$ cat src/rtl/eee_msg_reader.sv
// eee_msg_reader: Avalon-MM master that polls the image block's message FIFO,
// parses 3-word red-bounding-box messages and presents each one as a valid/ready record.
module eee_msg_reader #(
  parameter int unsigned POLL_INTERVAL = 1024,
  parameter logic [31:0] MSG_ID        = 32'h0052_4242,
  parameter int unsigned MSG_WORDS     = 3
) (
  input  logic        clk,
  input  logic        reset_n,
  input  logic        enable,
  output logic        m_chipselect,
  output logic        m_read,
  output logic [2:0]  m_address,
  input  logic [31:0] m_readdata,
  output logic        out_valid,
  input  logic        out_ready,
  output logic        out_found,
  output logic [10:0] out_x_min,
  output logic [10:0] out_x_max,
  output logic [7:0]  out_seq,
  output logic [7:0]  err_count
);

  localparam int unsigned        TIMER_W      = (POLL_INTERVAL > 2) ? $clog2(POLL_INTERVAL) : 1;
  localparam logic [TIMER_W-1:0] TIMER_RELOAD = TIMER_W'(POLL_INTERVAL - 1);
  localparam logic [7:0]         AVAIL_MIN    = 8'(MSG_WORDS);

  typedef enum logic [2:0] {
    S_IDLE      = 3'd0,
    S_STAT_RD   = 3'd1,
    S_STAT_WAIT = 3'd2,
    S_WORD_RD   = 3'd3,
    S_WORD_WAIT = 3'd4,
    S_GAP       = 3'd5,
    S_OUT       = 3'd6
  } state_t;

  state_t             r_state;
  logic [TIMER_W-1:0] r_timer;
  logic [7:0]         r_avail;
  logic [1:0]         r_idx;
  logic               r_gap_to_word;
  logic [10:0]        r_x_min;
  logic [10:0]        r_x_max;
  logic               r_cs;
  logic               r_read;
  logic [2:0]         r_addr;
  logic               r_valid;
  logic               r_found;
  logic [10:0]        r_out_x_min;
  logic [10:0]        r_out_x_max;
  logic [7:0]         r_seq;
  logic [7:0]         r_err;

  logic [7:0] w_avail;
  logic       w_coord_bad;

  assign w_avail     = m_readdata[15:8];
  assign w_coord_bad = (m_readdata[31:27] != 5'd0) || (m_readdata[15:11] != 5'd0);

  function automatic logic [7:0] sat_inc(input logic [7:0] v);
    return (v == 8'hFF) ? v : v + 8'd1;
  endfunction

  // Poll/parse FSM; bus strobes are registered on entry to the two read states.
  always_ff @(posedge clk) begin
    if (!reset_n) begin
      r_state       <= S_IDLE;
      r_timer       <= TIMER_RELOAD;
      r_avail       <= 8'd0;
      r_idx         <= 2'd0;
      r_gap_to_word <= 1'b0;
      r_x_min       <= 11'd0;
      r_x_max       <= 11'd0;
      r_cs          <= 1'b0;
      r_read        <= 1'b0;
      r_addr        <= 3'd0;
      r_valid       <= 1'b0;
      r_found       <= 1'b0;
      r_out_x_min   <= 11'd0;
      r_out_x_max   <= 11'd0;
      r_seq         <= 8'd0;
      r_err         <= 8'd0;
    end else begin
      r_cs   <= 1'b0;
      r_read <= 1'b0;
      case (r_state)
        S_IDLE: begin
          if (r_timer != {TIMER_W{1'b0}}) begin
            r_timer <= r_timer - 1'b1;
          end else if (enable) begin
            r_state <= S_STAT_RD;
            r_cs    <= 1'b1;
            r_read  <= 1'b1;
            r_addr  <= 3'd0;
          end else begin
            r_timer <= r_timer;
          end
        end
        S_STAT_RD: begin
          r_state <= S_STAT_WAIT;
        end
        S_STAT_WAIT: begin
          r_avail <= w_avail;
          if (w_avail >= AVAIL_MIN) begin
            r_idx         <= 2'd0;
            r_gap_to_word <= 1'b1;
            r_state       <= S_GAP;
          end else begin
            r_timer <= TIMER_RELOAD;
            r_state <= S_IDLE;
          end
        end
        S_WORD_RD: begin
          r_state <= S_WORD_WAIT;
        end
        S_WORD_WAIT: begin
          r_avail <= (r_avail != 8'd0) ? r_avail - 8'd1 : 8'd0;
          // Any parse error drops the message and resyncs through a fresh status read.
          case (r_idx)
            2'd0: begin
              r_state <= S_GAP;
              if (m_readdata != MSG_ID) begin
                r_err         <= sat_inc(r_err);
                r_gap_to_word <= 1'b0;
              end else begin
                r_idx         <= 2'd1;
                r_gap_to_word <= 1'b1;
              end
            end
            2'd1: begin
              r_x_min <= m_readdata[26:16];
              r_x_max <= m_readdata[10:0];
              r_state <= S_GAP;
              if (w_coord_bad) begin
                r_err         <= sat_inc(r_err);
                r_gap_to_word <= 1'b0;
              end else begin
                r_idx         <= 2'd2;
                r_gap_to_word <= 1'b1;
              end
            end
            2'd2: begin
              if (m_readdata != 32'd0) begin
                r_err         <= sat_inc(r_err);
                r_gap_to_word <= 1'b0;
                r_state       <= S_GAP;
              end else begin
                r_valid     <= 1'b1;
                r_found     <= (r_x_min <= r_x_max);
                r_out_x_min <= r_x_min;
                r_out_x_max <= r_x_max;
                r_state     <= S_OUT;
              end
            end
            default: begin
              r_idx         <= 2'd0;
              r_gap_to_word <= 1'b0;
              r_state       <= S_GAP;
            end
          endcase
        end
        S_GAP: begin
          r_cs   <= 1'b1;
          r_read <= 1'b1;
          if (r_gap_to_word) begin
            r_state <= S_WORD_RD;
            r_addr  <= 3'd1;
          end else begin
            r_state <= S_STAT_RD;
            r_addr  <= 3'd0;
          end
        end
        S_OUT: begin
          if (out_ready) begin
            r_valid <= 1'b0;
            r_seq   <= r_seq + 8'd1;
            r_state <= S_STAT_RD;
            r_cs    <= 1'b1;
            r_read  <= 1'b1;
            r_addr  <= 3'd0;
          end else begin
            r_valid <= 1'b1;
          end
        end
        default: begin
          r_state <= S_IDLE;
          r_timer <= TIMER_RELOAD;
          r_idx   <= 2'd0;
        end
      endcase
    end
  end

  assign m_chipselect = r_cs;
  assign m_read       = r_read;
  assign m_address    = r_addr;
  assign out_valid    = r_valid;
  assign out_found    = r_found;
  assign out_x_min    = r_out_x_min;
  assign out_x_max    = r_out_x_max;
  assign out_seq      = r_seq;
  assign err_count    = r_err;

endmodule

$ cat config.mk
export PLATFORM = sky130hd
export DESIGN_NAME = eee_msg_reader
export DESIGN_NICKNAME = d
export VERILOG_FILES = /design/src/rtl/eee_msg_reader.sv
export SDC_FILE = /design/constraint.sdc
export NUM_CORES = 1
export LEC_CHECK = 0
export CAP_MARGIN = 30
export CORE_MARGIN = 1
export CORE_UTILIZATION = 48
export CTS_CLUSTER_DIAMETER = 30
export CTS_CLUSTER_SIZE = 8
export DETAILED_ROUTE_END_ITERATION = 8
export PLACE_DENSITY_LB_ADDON = 0.3
export SLEW_MARGIN = 25
export SYNTH_ARGS = -nofsm -noshare
export SYNTH_HDL_FRONTEND = slang
export SYNTH_SLANG_ARGS = --single-unit
$ cat constraint.sdc
create_clock -name clk -period 2.45 [get_ports clk]
set_input_delay 0.3675 -clock clk [delete_from_list [all_inputs] [get_ports clk]]
set_output_delay 0.3675 -clock clk [all_outputs]
set_load 0.02 [all_outputs]
Word level (Yosys, flattened, before mapping)
Index checks and enable logic that the tools add are counted.
{ "classes": {"n_addsub": 3, "n_lt_le_gt_ge": 2, "n_eq_ne": 25, "mux": 40, "n_bitwise": 3, "n_reduce_logical": 23} }
{ "ops": {"columns": ["operator", "count"], "rows": [
  ["2-to-1 mux 8 bit", 4],
  ["inequality test 32 x 23 -> 1 bit (second input constant)", 1],
  ["nonzero test 32 bit", 1],
  ["one-hot mux 10 bit (3 select lines)", 1],
  ["inequality test 2 bit (second input constant)", 12],
  ["one-hot mux 8 bit (3 select lines)", 1],
  ["2-to-1 mux 3 bit", 7],
  ["one-hot mux 3 bit (7 select lines)", 1],
  ["2-to-1 mux 10 bit", 2],
  ["adder 8 x 1 -> 8 bit (second input constant)", 2],
  ["AND reduction 3 bit", 5],
  ["2-to-1 mux 2 bit", 6],
  ["one-hot mux 2 bit (3 select lines)", 2],
  ["<= comparator 11 bit", 1],
  ["2-to-1 mux 1 bit", 11],
  ["AND reduction 5 bit", 2],
  ["nonzero test 10 bit", 1],
  ["nonzero test 5 bit", 2],
  ["OR reduction 5 bit", 2],
  ["subtractor 10 x 1 -> 10 bit (second input constant)", 1],
  ["== test 3 bit (second input constant)", 3],
  ["inequality test 3 bit (second input constant)", 3],
  ["one-hot mux 3 bit (3 select lines)", 1],
  ["== test 8 bit (second input constant)", 1],
  ["15 further kinds", 23]
]} }
{ "totals": {"ff_bits": 82, "in_bits": 36, "output_inout_bits": 45, "word_cells": 110} }

Depth between registers and ports, before layout
Gate-level depths: netlist (run 1).
{ "logic_depth": {"ltp_word": 5, "ltp_mapped": 9, "ltp_nobuf": 8} }

Worst setup path before layout (run 1)
No wires, ideal clock.
{ "synth_timing": {"path_kind": "register to register", "start": "register r_err[0] (netlist: err_count[0])", "end": "register r_err[5] (netlist: err_count[5])", "setup_ns": 0.070, "arrival_time_ns": 2.053, "path_slack_ns": 0.327, "stages_incl_launch_ff": 8, "n_path_buf": 1, "period_less_slack_ns": 2.123, "path_cell_list": "dfxtp_1 ha_1 nand3_1 o22ai_1 or4_1 buf_2 or4_1 a21oi_1"} }
{ "synth_via": {"elab_chain_cells": 4, "elab_cells_between_ends": 7, "classes_between": "add/sub: 1; eq/ne: 1; mux: 5"} }
{ "synth_rtl": {"columns": ["item", "line_no", "rtl"], "rows": [
  ["from (decl)", "53", "logic [7:0] r_err;"],
  ["from (signal assigned)", "124", "r_err <= sat_inc(r_err);"],
  ["from (signal assigned)", "136", "r_err <= sat_inc(r_err);"],
  ["from (signal assigned)", "145", "r_err <= sat_inc(r_err);"],
  ["adder 8 x 1 -> 8 bit or == test 8 bit (tied branches)", "62", "return (v == 8'hFF) ? v : v + 8'd1;"],
  ["2-to-1 mux 8 bit *", "62", null],
  ["2-to-1 mux 8 bit, on equally long branches", "144, 123, 135", null],
  ["one-hot mux 8 bit (3 select lines) *", "120", "case (r_idx)"]
]} }
Mark *: on every way between the ends. The rest lies on a longest branch, timed or not. The select of a mux whose other input is x is not followed.
A chain may end at the register's enable or synchronous reset.

Worst setup path in the final report (run 1)
{ "layout_timing": {"start": "input m_readdata[19]", "end": "register r_out_x_min[5] (netlist: out_x_min[5])"} }
{ "layout_via": {"elab_chain_cells": 3} }
{ "layout_rtl": {"columns": ["item", "line_no", "rtl"], "rows": [
  ["from (decl)", "14", "input logic [31:0] m_readdata,"],
  ["nonzero test 32 bit", "144", "if (m_readdata != 32'd0) begin"],
  ["NOT 1 bit (no line)", null, null],
  ["AND reduction 3 bit (no line)", null, null],
  ["to (signal assigned)", "151", "r_out_x_min <= r_x_min;"],
  ["to (decl)", "50", "logic [10:0] r_out_x_min;"]
]} }
No other way between the ends.

==> results.md, run 1 <==
- Status: completed
- Clock Latency Late Sink: 360 ps
- Congestion Overflow GR: 0
- Leading area contributor after synthesis: dfxtp_1
- Residual DRC: 0
- Antenna fix cells: 0
- Fmax: 431 MHz
- Tot Pwr: 2.63 mW
- Setup TNS: 0 ps
- Detail Route Antenna Nets: 0
- Crit path DAT: 2590 ps
- CP Capture Type: flip-flop
- CTS sink count: 80
- Hpwl dp: 7020 um
- WL final: 9750 um
- Total CTS buffers: 9
- Worst Setup Slack, final: 132 ps
- First-pass GRT wire length: 16000 um
- Fin crit share: 0.946
- Routed wl met2: 4560 um
- Pre-antenna DRT Iters: 4
- Inst Count DP: 646
- Area delta synth->final: 32.7%
- Resized Gates After CTS: 0
- Critical Path RT: 2730 ps
- DR vias: 3587
- DRT met1 WL: 4610 um
- Synth top area cells: dfxtp_1, nand2_1, a21oi_1
- Htree depth: 3
- Synth warn: 0
- Non-Filler Instances: 662
- Clock Pin Slew Worst Setup and Hold Paths: 80 ps
- CTS tree: done
- Core Rows: 31
- Primary FF master, synth: dfxtp_1
- CTS max path bufs: 2
- Crit path time final: 2320 ps
- # nets final: 609
- Placed Area: 4750 um2
- Number of max-cap violations: 0
- GPL Wtd Cong: 0.931
- Max FO, Critical Path: 18
- Vias per Instance: 5.42
- Skew final: 6.93 ps
- Worst relative slew slack: 0.473
- Final Max Tran Viols: 0
- Clk root buf: clkbuf_8
- WS Path Type: in2reg
- Filler cells: 618
- Worst hold margin: 454 ps
- Post-synth EDFFs: 0
- Die width: 90.7 um
- Number of top-level pins: 81
- HP Class: reg2reg
- Unrepaired setup endpoints after global routing: no
- Port bufs: 78
- Syn_area_per_cell: 8.02 um2
- Dpl ws: -361 ps
- Asr flop ratio synth: 0
- Post-synthesis sequential area ratio: 0.424
- Wire per inst: 14.7 um
- Core ar.: 7450 um2
- Vias in the first global route: 3358
- Distinct cells, synth: 51
- Post-synth top area share: 0.424
- Antenna violations before repair: 0
- Peak supply drop: 0.298 mV
- Starting Density: 0.507
- Die area: 8230 um2
- Pwr Density: 525 nW/um2
- Layout cells sized above 1: 0.107
- Hold Fails Final Rpt: 0
- Overall routing resource usage: 0.244
- Final setup violation count: 0
- CP startpoint kind: input port
- Die H: 90.7 um
- Synthesized flop and latch total: 80
- Post-CTS Setup Inserts: 0
- Largest net degree at the start of global routing: 66
- Top sig layer: met4
- Post-CTS Hold Buffers: 0
- 1st-iter DRT viols: 169
- Worst-Margin Slew: 790 ps
- Synthesized area: 3780 um2
- Synthesized instance count: 471
- Post-route design area: 5010 um2
- Met3 routed WL: 396 um
- Fin util: 0.673
- Leak: 1.72 nW
[power breakdown]
part	total [mW]	internal (mW)	switching (mW)
Sequential	1.31	1.30	0.00477
Clock	1.19	0.706	0.487
Combinational	0.133	0.0702	0.0630
[area by class of cell]
class                   count  area, um2  share of cell area
clock buffers              11        141              0.0282
clock inverters             5        104              0.0207
inverters                  21       78.8              0.0157
multi-input cells         344       1990               0.397
flip-flops and latches     80       1600               0.319
well taps                  99        124              0.0247
repair buffers            102        973               0.194
[logic make-up after synthesis]
group                      synth area share
and+or+nand+nor                       0.262
AOI/OAI and AO/OA                     0.150
DFF                                   0.424
buffers and inverters                0.0573
xor gates and xnor gates             0.0394
adders and majority gates            0.0497
muxes                                0.0166
other                              0.000993
[worst max-delay path, stage by stage]
cell	delay [ps]
clkdlybuf4s50_1	430
nor4_1	350
buf_4	180
nand4_1	90
or2_4	250
buf_4	140
nor4_4	350
buf_12	200
nand2_1	70
a21oi_1	160
[synth_stat cells, types with 4 or more instances]
library cell,number
ha_1,15
a21oi_1,61
xnor2_1,4
xor2_1,13
nor2_1,25
dfxtp_1,80
buf_2,7
or3_1,5
nand4_1,8
inv_1,21
mux2i_1,4
nor3_1,9
o21ai_0,17
nand3_1,10
nor4_1,9
nand2_1,109
or4_1,4
clkbuf_1,13
a211oi_1,4
o31ai_1,4
[flip-flops by register name, summed over array words and instances (netlist names)]
| register | cells |
|---|---|
| err_count | 8 |
| out_valid | 1 |
| out_x_max | 11 |
| out_seq | 8 |
| out_found | 1 |
| m_address | 1 |
| r_idx | 2 |
| r_x_min | 11 |
| r_timer | 10 |
| out_x_min | 11 |
| m_read | 1 |
| r_x_max | 11 |
| r_gap_to_word | 1 |
| r_state | 3 |
[placed cells by master, fill, tap and decap left out, types with 3 or more instances in the layout]
master / instances
and3_1: 3
nor4_1: 8
a211oi_1: 4
nor4_2: 4
nand4_1: 8
o211ai_1: 3
inv_1: 20
a21oi_1: 61
xnor2_1: 4
bufinv_16: 3
nor2_1: 25
xor2_1: 13
ha_1: 15
nand2_1: 109
a31oi_1: 3
nor3_1: 7
o31ai_1: 4
clkbuf_8: 10
mux2i_1: 4
or4_1: 3
or3_1: 5
buf_4: 23
nand3_1: 10
o21ai_0: 16
or4_4: 3
dfxtp_1: 80
clkdlybuf4s50_1: 78
[worst paths after layout]
kind                                  start                        end  slack [ps]  cells after the start
setup / recovery             m_readdata[19]  out_x_min[5]$_SDFFE_PN0P_         130                     10
hold / removal    out_x_max[3]$_SDFFE_PN0P_  out_x_max[3]$_SDFFE_PN0P_         450                      2
setup reg to reg    r_timer[0]$_SDFFE_PN1P_    r_timer[6]$_SDFFE_PN1P_         220                      9
hold reg to reg   out_x_max[3]$_SDFFE_PN0P_  out_x_max[3]$_SDFFE_PN0P_         450                      2
[layer usage]
layer | global-route usage | vias up
met4 | 0.0941 | 0
met1 | 0.320 | 1685
met3 | 0.0311 | 15
li1 | - | 1805
met2 | 0.404 | 82
met5 | 0 | -
Note: power is estimated with default switching activity, not from simulation.
==> run 2, diff against run 1 <==
Settings changed: CTS_CLUSTER_DIAMETER 30 to 200, SETUP_SLACK_MARGIN set to 0.15.
==> results.md, run 2 (synthesized netlist as in run 1, its figures left out) <==
- Post-CTS Hold Buffers: 0 (unchanged)
- Die width: 90.7 um (unchanged)
- Crit path time final: 2270 ps (was 2320 ps)
- Unrepaired setup endpoints after global routing: yes (was no)
- Area delta synth->final: 35.9% (was 32.7%)
- Residual DRC: 0 (unchanged)
- Hold Fails Final Rpt: 0 (unchanged)
- DR vias: 3616 (was 3587)
- Port bufs: 78 (unchanged)
- Setup TNS: 0 ps (unchanged)
- WS Path Type: in2reg (unchanged)
- Pre-antenna DRT Iters: 4 (unchanged)
- First-pass GRT wire length: 16100 um (was 16000 um)
- Total CTS buffers: 9 (unchanged)
- Switching power share of the total: 0.211 (about the same)
- 1st-iter DRT viols: 216 (was 169)
- Max FO, Critical Path: 6 (was 18)
- # nets final: 612 (was 609)
- Most common cell after layout, fill and taps aside: nand2_1 (unchanged)
- Post-route design area: 5130 um2 (was 5010 um2)
- Htree depth: 3 (unchanged)
- Clk root buf: clkbuf_8 (unchanged)
- Antenna violations before repair: 0 (unchanged)
- Slowest CP cell: or4_4 (was clkdlybuf4s50_1)
- Inst Count DP: 646 (unchanged)
- WL final: 9900 um (was 9750 um)
- Status: completed (unchanged)
- Final Max Tran Viols: 0 (unchanged)
- Area of the multi-input gates: 2070 um2 (was 1990 um2)
- HP Class: in2reg (was reg2reg)
- Skew final: 7.26 ps (was 6.93 ps)
- CTS sink count: 80 (unchanged)
- Worst relative slew slack: 0.480 (was 0.473)
- Commonest non-fill, non-tap cells in the layout: nand2_1, dfxtp_1, clkdlybuf4s50_1 (unchanged)
- CTS max path bufs: 2 (unchanged)
- Seq. cell area: 1600 um2 (about the same)
- Filler cells: 604 (was 618)
- Final setup violation count: 0 (unchanged)
- Leak: 1.86 nW (was 1.72 nW)
- Critical Path RT: 2730 ps (about the same)
- Fmax: 440 MHz (was 431 MHz)
- Placed Area: 4750 um2 (unchanged)
- Number of top-level pins: 81 (unchanged)
- CP peak stage delay: 580 ps (was 430 ps)
- Non-Filler Instances: 665 (was 662)
- Vias per Instance: 5.44 (was 5.42)
- Number of max-cap violations: 0 (unchanged)
- Combinational power share: 0.051 (about the same)
- CP startpoint kind: input port (unchanged)
- Peak supply drop: 0.297 mV (was 0.298 mV)
- Core Rows: 31 (unchanged)
- Vias in the first global route: 3366 (was 3358)
- Congestion Overflow GR: 0 (unchanged)
- Starting Density: 0.507 (unchanged)
- Pwr Density: 513 nW/um2 (was 525 nW/um2)
- Layout cells sized above 1: 0.134 (was 0.107)
- Flop pwr share: 0.497 (about the same)
- Clock Latency Late Sink: 350 ps (was 360 ps)
- Clock power frac: 0.452 (was 0.453)
- CP Capture Type: flip-flop (unchanged)
- Crit path DAT: 2550 ps (was 2590 ps)
- Detail Route Antenna Nets: 0 (unchanged)
- Die area: 8230 um2 (unchanged)
- Worst hold margin: 307 ps (was 454 ps)
- Wire per inst: 14.9 um (was 14.7 um)
- Clock Pin Slew Worst Setup and Hold Paths: 80 ps (about the same)
- Antenna fix cells: 0 (unchanged)
- Overall routing resource usage: 0.245 (was 0.244)
- CTS tree: done (unchanged)
- GPL Wtd Cong: 0.931 (unchanged)
- Largest net degree at the start of global routing: 66 (unchanged)
- Worst-Margin Slew: 781 ps (was 790 ps)
- Buf/Inv on CP: 2 (was 4)
- Internal power: 2.08 mW (about the same)
- Switching pwr: 0.555 mW (was 0.554 mW)
- Fin crit share: 0.927 (was 0.946)
- Cell family with the largest share of critical-path delay: simple AND/OR/NAND/NOR gates (unchanged)
- Hpwl dp: 7020 um (unchanged)
- Die H: 90.7 um (unchanged)
- Worst path cell trace: clkdlybuf4s50_1 > nor4_2 > nand4_1 > buf_4 > nor3_2 > or4_4 > or4_4 > a21oi_2 (was clkdlybuf4s50_1 > nor4_1 > buf_4 > nand4_1 > or2_4 > buf_4 > nor4_4 > buf_12 > nand2_1 > a21oi_1)
- Cell mode on critical path: or4_4 (was buf_4)
- Core ar.: 7450 um2 (unchanged)
[run 2: changes by cell type in the layout (fill, tap and decap cells not counted), moves of 3 or more]
cell and change:
clkdlybuf4s50_1 -11, dlymetal6s2s_1 +11, o21ai_0 -3, o21ai_1 +3
[run 2: worst register-to-register path, stage by stage (launching register included)]
cell and delay, ps:
dfxtp_2 340, inv_2 80, ha_2 170, or3b_4 390, o41ai_4 320, a211oi_2 140
buf_4 180, o21ai_1 200, xor2_1 190, nand2_1 70
[run 2: final timing paths]
kind | from | endpoint | slack [ps] | depth (start not counted)
worst max-delay path | m_readdata[10] | err_count[7]$_SDFFE_PN0P_ | 180 | 8
worst min-delay path | m_readdata[23] | r_x_min[7]$_SDFFE_PN0P_ | 310 | 3
worst max register to register | r_timer[0]$_SDFFE_PN1P_ | r_timer[6]$_SDFFE_PN1P_ | 250 | 9
worst min register to register | out_x_max[3]$_SDFFE_PN0P_ | out_x_max[3]$_SDFFE_PN0P_ | 450 | 2
[run 2: final cells by class]
class                      count  area share
multi-input combinational    345       0.402
sequential                    80       0.312
timing repair buffer         104       0.198
clock buffer                  11      0.0275
tap                           99      0.0241
clock inverter                 5      0.0202
inverter                      21      0.0154
[run 2: timing repair]
item                       4_1_cts  5_1_grt
setup endpoints to repair       33       41
pin swaps                        1        9
buffers inserted                 0        2
cloned                           0        1
gates resized for setup          4       30
[run 2: through the flow]
stage	worst slack (ps)	power, mW	utilization
after floorplan	327	1.38	-
after global placement	-305	1.47	0.637
after detailed placement	-361	1.47	0.637
final	178	2.63	0.689
after global routing	122	2.72	0.689
after CTS	151	2.63	0.673
[run 2: power groups by stage]
stage	clock (mW)	sequential [mW]	combinational, mW
floorplan	0	1.34	0.0421
global placement	0	1.34	0.130
detailed placement	0	1.34	0.131
CTS	1.19	1.31	0.132
global route	1.26	1.31	0.145
finish	1.19	1.31	0.134
[run 2: layer usage]
layer	up-vias	share of wire	track usage	wire, um
met2	99	0.47	0.406	4610
met3	18	0.048	0.0311	476
met4	0	0.018	0.0941	180
met1	1684	0.47	0.324	4640
met5	-	0	0	0
li1	1815	-	-	-
==> run 3, diff against run 2 <==
Settings changed: GPL_TIMING_DRIVEN set to 1.
==> results of run 3 <==
Same layout as run 2: the final DEF is identical, and so are final timing and power.
